==> src/rtl/endgame_char_draw.sv <==
// Overlays the "GAME OVER" message (8x16 glyphs scaled 4x4) onto the end-game box; 3-stage pipeline.
// Optional text blinking is enabled by defining ENDGAME_TEXT_BLINK_EN.
module endgame_char_draw #(
   parameter int          H_MIN        = 448,
   parameter int          V_MIN        = 500,
   parameter int          TEXT_V_OFF   = 8,
   parameter logic [11:0] TEXT_RGB     = 12'hfff,
   parameter int          BLINK_FRAMES = 30
) (
   input  logic        i_pclk,
   input  logic        i_rst_n,
   input  logic        i_en,
   input  logic [11:0] i_vcount,
   input  logic        i_vsync,
   input  logic        i_vblnk,
   input  logic [11:0] i_hcount,
   input  logic        i_hsync,
   input  logic        i_hblnk,
   input  logic [11:0] i_rgb,
   output logic [10:0] o_font_addr,
   input  logic [7:0]  i_font_data,
   output logic [11:0] o_vcount,
   output logic        o_vsync,
   output logic        o_vblnk,
   output logic [11:0] o_hcount,
   output logic        o_hsync,
   output logic        o_hblnk,
   output logic [11:0] o_rgb
);

   localparam logic [11:0] H_LO = 12'(H_MIN);
   localparam logic [11:0] H_HI = 12'(H_MIN + 1024);
   localparam logic [11:0] V_LO = 12'(V_MIN + TEXT_V_OFF);
   localparam logic [11:0] V_HI = 12'(V_MIN + TEXT_V_OFF + 64);

   function automatic logic [6:0] msg_code(input logic [4:0] idx);
      logic [6:0] c;
      case (idx)
         5'd11:   c = 7'h47;  // G
         5'd12:   c = 7'h41;  // A
         5'd13:   c = 7'h4d;  // M
         5'd14:   c = 7'h45;  // E
         5'd16:   c = 7'h4f;  // O
         5'd17:   c = 7'h56;  // V
         5'd18:   c = 7'h45;  // E
         5'd19:   c = 7'h52;  // R
         default: c = 7'h20;
      endcase
      return c;
   endfunction

   logic [11:0] x_off;
   logic [11:0] y_off;
   logic        in_txt;
   logic [10:0] font_addr_next;
   logic [9:0]  off_unused;

   logic        s1_en, s1_in_txt, s1_vsync, s1_vblnk, s1_hsync, s1_hblnk;
   logic [2:0]  s1_col;
   logic [11:0] s1_vcount, s1_hcount, s1_rgb;
   logic        s2_en, s2_in_txt, s2_vsync, s2_vblnk, s2_hsync, s2_hblnk;
   logic [2:0]  s2_col;
   logic [11:0] s2_vcount, s2_hcount, s2_rgb;
   logic        visible;
   logic        draw;

   // Stage-1 geometry: text-area membership and glyph ROM address
   always_comb begin
      x_off          = i_hcount - H_LO;
      y_off          = i_vcount - V_LO;
      in_txt         = !i_hblnk && !i_vblnk &&
                       (i_hcount >= H_LO) && (i_hcount < H_HI) &&
                       (i_vcount >= V_LO) && (i_vcount < V_HI);
      font_addr_next = {7'h20, 4'h0};
      if (in_txt) begin
         font_addr_next = {msg_code(x_off[9:5]), y_off[5:2]};
      end else begin
         font_addr_next = {7'h20, 4'h0};
      end
   end

   assign off_unused = {x_off[11:10], x_off[1:0], y_off[11:6]};

   // ROM data for the stage-2 pixel arrives during the stage-2 cycle
   always_comb begin
      draw = 1'b0;
      if (s2_en && s2_in_txt && visible) begin
         draw = i_font_data[3'd7 - s2_col];
      end else begin
         draw = 1'b0;
      end
   end

   // Three-stage pipeline carrying the pixel, its timing and its overlay context
   always_ff @(posedge i_pclk or negedge i_rst_n) begin
      if (!i_rst_n) begin
         o_font_addr <= 11'h000;
         s1_en       <= 1'b0;
         s1_in_txt   <= 1'b0;
         s1_col      <= 3'd0;
         s1_vcount   <= 12'h000;
         s1_vsync    <= 1'b0;
         s1_vblnk    <= 1'b0;
         s1_hcount   <= 12'h000;
         s1_hsync    <= 1'b0;
         s1_hblnk    <= 1'b0;
         s1_rgb      <= 12'h000;
         s2_en       <= 1'b0;
         s2_in_txt   <= 1'b0;
         s2_col      <= 3'd0;
         s2_vcount   <= 12'h000;
         s2_vsync    <= 1'b0;
         s2_vblnk    <= 1'b0;
         s2_hcount   <= 12'h000;
         s2_hsync    <= 1'b0;
         s2_hblnk    <= 1'b0;
         s2_rgb      <= 12'h000;
         o_vcount    <= 12'h000;
         o_vsync     <= 1'b0;
         o_vblnk     <= 1'b0;
         o_hcount    <= 12'h000;
         o_hsync     <= 1'b0;
         o_hblnk     <= 1'b0;
         o_rgb       <= 12'h000;
      end else begin
         o_font_addr <= font_addr_next;
         s1_en       <= i_en;
         s1_in_txt   <= in_txt;
         s1_col      <= x_off[4:2];
         s1_vcount   <= i_vcount;
         s1_vsync    <= i_vsync;
         s1_vblnk    <= i_vblnk;
         s1_hcount   <= i_hcount;
         s1_hsync    <= i_hsync;
         s1_hblnk    <= i_hblnk;
         s1_rgb      <= i_rgb;
         s2_en       <= s1_en;
         s2_in_txt   <= s1_in_txt;
         s2_col      <= s1_col;
         s2_vcount   <= s1_vcount;
         s2_vsync    <= s1_vsync;
         s2_vblnk    <= s1_vblnk;
         s2_hcount   <= s1_hcount;
         s2_hsync    <= s1_hsync;
         s2_hblnk    <= s1_hblnk;
         s2_rgb      <= s1_rgb;
         o_vcount    <= s2_vcount;
         o_vsync     <= s2_vsync;
         o_vblnk     <= s2_vblnk;
         o_hcount    <= s2_hcount;
         o_hsync     <= s2_hsync;
         o_hblnk     <= s2_hblnk;
         o_rgb       <= draw ? TEXT_RGB : s2_rgb;
      end
   end

`ifdef ENDGAME_TEXT_BLINK_EN
   localparam int             CW   = (BLINK_FRAMES > 1) ? $clog2(BLINK_FRAMES) : 1;
   localparam logic [CW-1:0]  LAST = CW'(BLINK_FRAMES - 1);

   logic          vblnk_d;
   logic [CW-1:0] frame_cnt;

   // Frame counter advances on vblank entry, so visibility never flips mid-frame
   always_ff @(posedge i_pclk or negedge i_rst_n) begin
      if (!i_rst_n) begin
         vblnk_d   <= 1'b0;
         frame_cnt <= '0;
         visible   <= 1'b1;
      end else begin
         vblnk_d <= i_vblnk;
         if (i_vblnk && !vblnk_d) begin
            if (frame_cnt == LAST) begin
               frame_cnt <= '0;
               visible   <= !visible;
            end else begin
               frame_cnt <= frame_cnt + CW'(1);
            end
         end
      end
   end
`else
   logic blink_unused;
   assign blink_unused = (BLINK_FRAMES > 0);
   assign visible      = 1'b1;
`endif

endmodule
==> config.mk <==
export PLATFORM = sky130hd
export DESIGN_NAME = endgame_char_draw
export DESIGN_NICKNAME = d
export VERILOG_FILES = /design/src/rtl/endgame_char_draw.sv
export SDC_FILE = /design/constraint.sdc
export NUM_CORES = 1
export LEC_CHECK = 0
export ABC_CLOCK_PERIOD_IN_PS = 2890
export BUFFER_PORTS_ARGS = -buffer_cell sky130_fd_sc_hd__buf_4
export CORE_MARGIN = 5
export CORE_UTILIZATION = 45
export CTS_BUF_LIST = sky130_fd_sc_hd__clkbuf_4
export DETAILED_ROUTE_END_ITERATION = 16
export GPL_ROUTABILITY_DRIVEN = 0
export PLACE_DENSITY_LB_ADDON = 0.05
export SKIP_CTS_REPAIR_TIMING = 1
export SYNTH_ARGS = -nofsm -noshare
export SYNTH_HDL_FRONTEND = slang
export SYNTH_SLANG_ARGS = --single-unit
export TNS_END_PERCENT = 1
==> constraint.sdc <==
create_clock -name i_pclk -period 2.89 [get_ports i_pclk]
set_clock_uncertainty 0.15 [all_clocks]
set_input_delay 0.578 -clock i_pclk [delete_from_list [all_inputs] [get_ports i_pclk]]
set_output_delay 0.578 -clock i_pclk [all_outputs]
set_load 0.02 [all_outputs]
==> results by group <==
STA
  – Final WS setup: 0.422 ns
  – Worst slew pin tran: 0.624 ns
  – RSZ-0062 raised after global routing: no
  – Relative slew slack: 0.584
  – Max Slew Vio Count: 0
  – Crit share post-route: 0.854
  – Fin crit period: 2.47 ns
  – Final hold violation count: 0
  – Hold Slack: 0.0732 ns
  – Final TNS setup: 0 ns
  – Final setup viols: 0
  – Fmax: 405 MHz

Yosys
  – Post-synth net total: 273
  – Synth area leader: dfrtp_1
  – Simple-Gate Fraction of Synth Area: 0.0569
  – Synth Area per Inst: 18.3 um2
  – Area contributors post-synth: dfrtp_1 (85%), ha_1 (1.9%), or2_1 (1.9%)
  – Netlist cell types: 37
  – Cells after synthesis: 216
  – Post-Syn Area: 0.00396 mm2
  – Largest family of logic cells by synthesized area: simple AND/OR/NAND/NOR gates
  – Yosys top cell area share: 0.853
  – Mux contribution to synthesized area: 0.0164
  – Register bit count reported by yosys: 135
  – Xor/xnor share of the synthesized area: 0.00884
  – Sequential share of the synthesized area: 0.853
  – Synth warn: 0
  – Post-synthesis compound-gate area fraction: 0.0344
  – Area share of fa/ha/maj cells after synthesis: 0.0190

Detailed routing
  – DRT Wirelength: 6870 um
  – DR iter-0 viols: 70
  – 1st-pass router iterations: 4
  – DR vias: 2214
  – ANT nets after route: 0
  – Residual DRC: 0
  – WL/cell: 13.9 um
  – Vias per cell: 4.48

Power
  – Leakage power: 2.66 nW
  – Power density cells: 642 mW/mm2
  – Pwr Total: 3.56 mW
  – Max IR drop VDD: 332 uV

Floorplanning
  – # IOs: 102
  – Starting density of the core: 0.459
  – Die area: 0.0108 mm2
  – Die height: 104 um
  – Core Area: 0.00864 mm2
  – Die width: 104 um
  – Std cell rows: 34

Setup path
  – Reg2Reg Launch Point: s2_hcount[3]
  – WS Path Type: in -> reg
  – WP data arrival: 2.67 ns
  – CP required: 3.09 ns
  – Critical Path Start: i_vcount[8]
  – Crit. End Element: register
  – Crit-path max FO: 7
  – Startpoint Class: primary input

Global route
  – First-pass GRT wire length: 11200 um
  – Largest net degree at the start of global routing: 74
  – Vias in the first global route: 2271
  – GR Overflow Total: 0
  – GRT Util Overall: 0.134
  – Initial antenna violation count: 0

Run status
  – Outcome: finished clean

Clock tree
  – CTS max path bufs: 2
  – CTS tree: built
  – Clock transition at the registers of the reported paths: 0.11 ns
  – Root Buffer: clkbuf_4
  – Clock sink total: 135
  – Clock Latency Late Sink: 0.50 ns
  – H-tree lvl count: 4
  – CTS Buf Count: 17

Cells and area
  – Area of the multi-input gates: 537 um2
  – Commonest cells after routing, fill and taps aside: dfrtp_1 (135), buf_4 (105), dlygate4sd3_1 (36), clkbuf_4 (18), or2_1 (12)
  – Layout cells sized above 1: 0.370
  – NumNets Final: 430
  – Ant. Diodes: 0
  – Fillers: 647
  – Area grow syn2layout: 39.9%
  – Flip-flop and latch area: 0.00338 mm2
  – Most common cell after layout, fill and taps aside: dfrtp_1

Min path
  – Hold_sp: i_vblnk
  – Worst Hold Class: in -> reg

Place
  – Pre-CTS setup slack: 0.497 ns
  – Buffers on Ports: 101
  – HPWL Detailed: 4550 um

Job
  – Max Cap Violations: 0
-- cell usage after synthesis (all sizes together) --
| master | instances |
|---|---|
| nand3b | 2 |
| a21o | 1 |
| a21boi | 1 |
| or2 | 12 |
| a2111oi | 1 |
| dfrtp | 135 |
| xor2 | 2 |
| nand2 | 3 |
| o211ai | 2 |
| a221o | 1 |
| xnor2 | 2 |
| o31ai | 1 |
| o211a | 1 |
| or4b | 1 |
| clkbuf | 2 |
| nand4b | 1 |
| and3 | 1 |
| a21oi | 5 |
| mux2i | 2 |
| inv | 6 |
| o41a | 1 |
| mux4 | 2 |
| nor2 | 9 |
| nor3 | 4 |
| o41ai | 1 |
| o21ai | 2 |
| nand4 | 1 |
| ha | 6 |
| nand3 | 2 |
| nor2b | 1 |
| or4 | 1 |
| and3b | 1 |
| buf | 2 |
| o31a | 1 |
-- worst paths after layout --
| kind | endpoint | slack (ns) | cells past startpoint |
|---|---|---|---|
| worst max-delay path | o_font_addr[5] | 0.42 | 6 |
| worst min-delay path | s1_vblnk | 0.07 | 1 |
| worst max register to register | o_rgb[5] | 1.09 | 4 |
| worst min register to register | o_hcount[10] | 0.20 | 0 |
| max in group asynchronous | s1_hcount[10] | 1.33 | 3 |
| min in group asynchronous | o_vcount[0] | 0.50 | 2 |
-- registers in the layout (all words and copies together) (netlist names), 11 cells and up --
name	count
o_font_addr	11
o_hcount	12
o_rgb	12
o_vcount	12
s1_hcount	12
s1_rgb	12
s1_vcount	12
s2_hcount	12
s2_rgb	12
s2_vcount	12
-- power by group --
part           internal (mW)  switching, mW
clock network          0.617          0.664
logic                  0.142          0.139
registers               1.97         0.0223
total                   2.73          0.826
-- final cells by class --
class                      instances  share of cell area
sequential                       135               0.610
tap                              108              0.0244
timing repair buffer             142               0.209
inverter                           6             0.00406
clock inverter                    14              0.0314
clock buffer                      18              0.0244
multi-input combinational         71              0.0969
-- cell families (layout without fill, tap and decap cells) --
group / after synthesis / in the layout
buffers and inverters: 10 / 180
AOI/OAI and AO/OA: 18 / 18
and+or+nand+nor: 39 / 39
adders and majority gates: 6 / 6
DFF: 135 / 135
xor gates and xnor gates: 4 / 4
muxes: 4 / 4
-- per-stage QoR --
stage / cells / cell area [um2] / util
floorplan: 216 / 3960 / -
global placement: 426 / 4870 / 0.564
detailed placement: 426 / 4870 / 0.564
CTS: 458 / 5180 / 0.600
global route: 494 / 5540 / 0.642
finish: 494 / 5540 / 0.642
-- critical path, stage by stage --
cell           delay (ns)
dlygate4sd3_1        0.55
buf_4                0.14
or4b_1               0.50
mux2i_1              0.20
nand4_1              0.29
a2111oi_1            0.41
-- layer usage --
| metal | track usage | vias up | wire length [um] |
|---|---|---|---|
| li1 | - | 1032 | - |
| met1 | 0.181 | 1093 | 3160 |
| met2 | 0.187 | 84 | 3170 |
| met3 | 0.0678 | 5 | 477 |
| met4 | 0.0472 | 0 | 59 |
| met5 | 0 | - | 0 |
(Power assumes the default switching activity.)
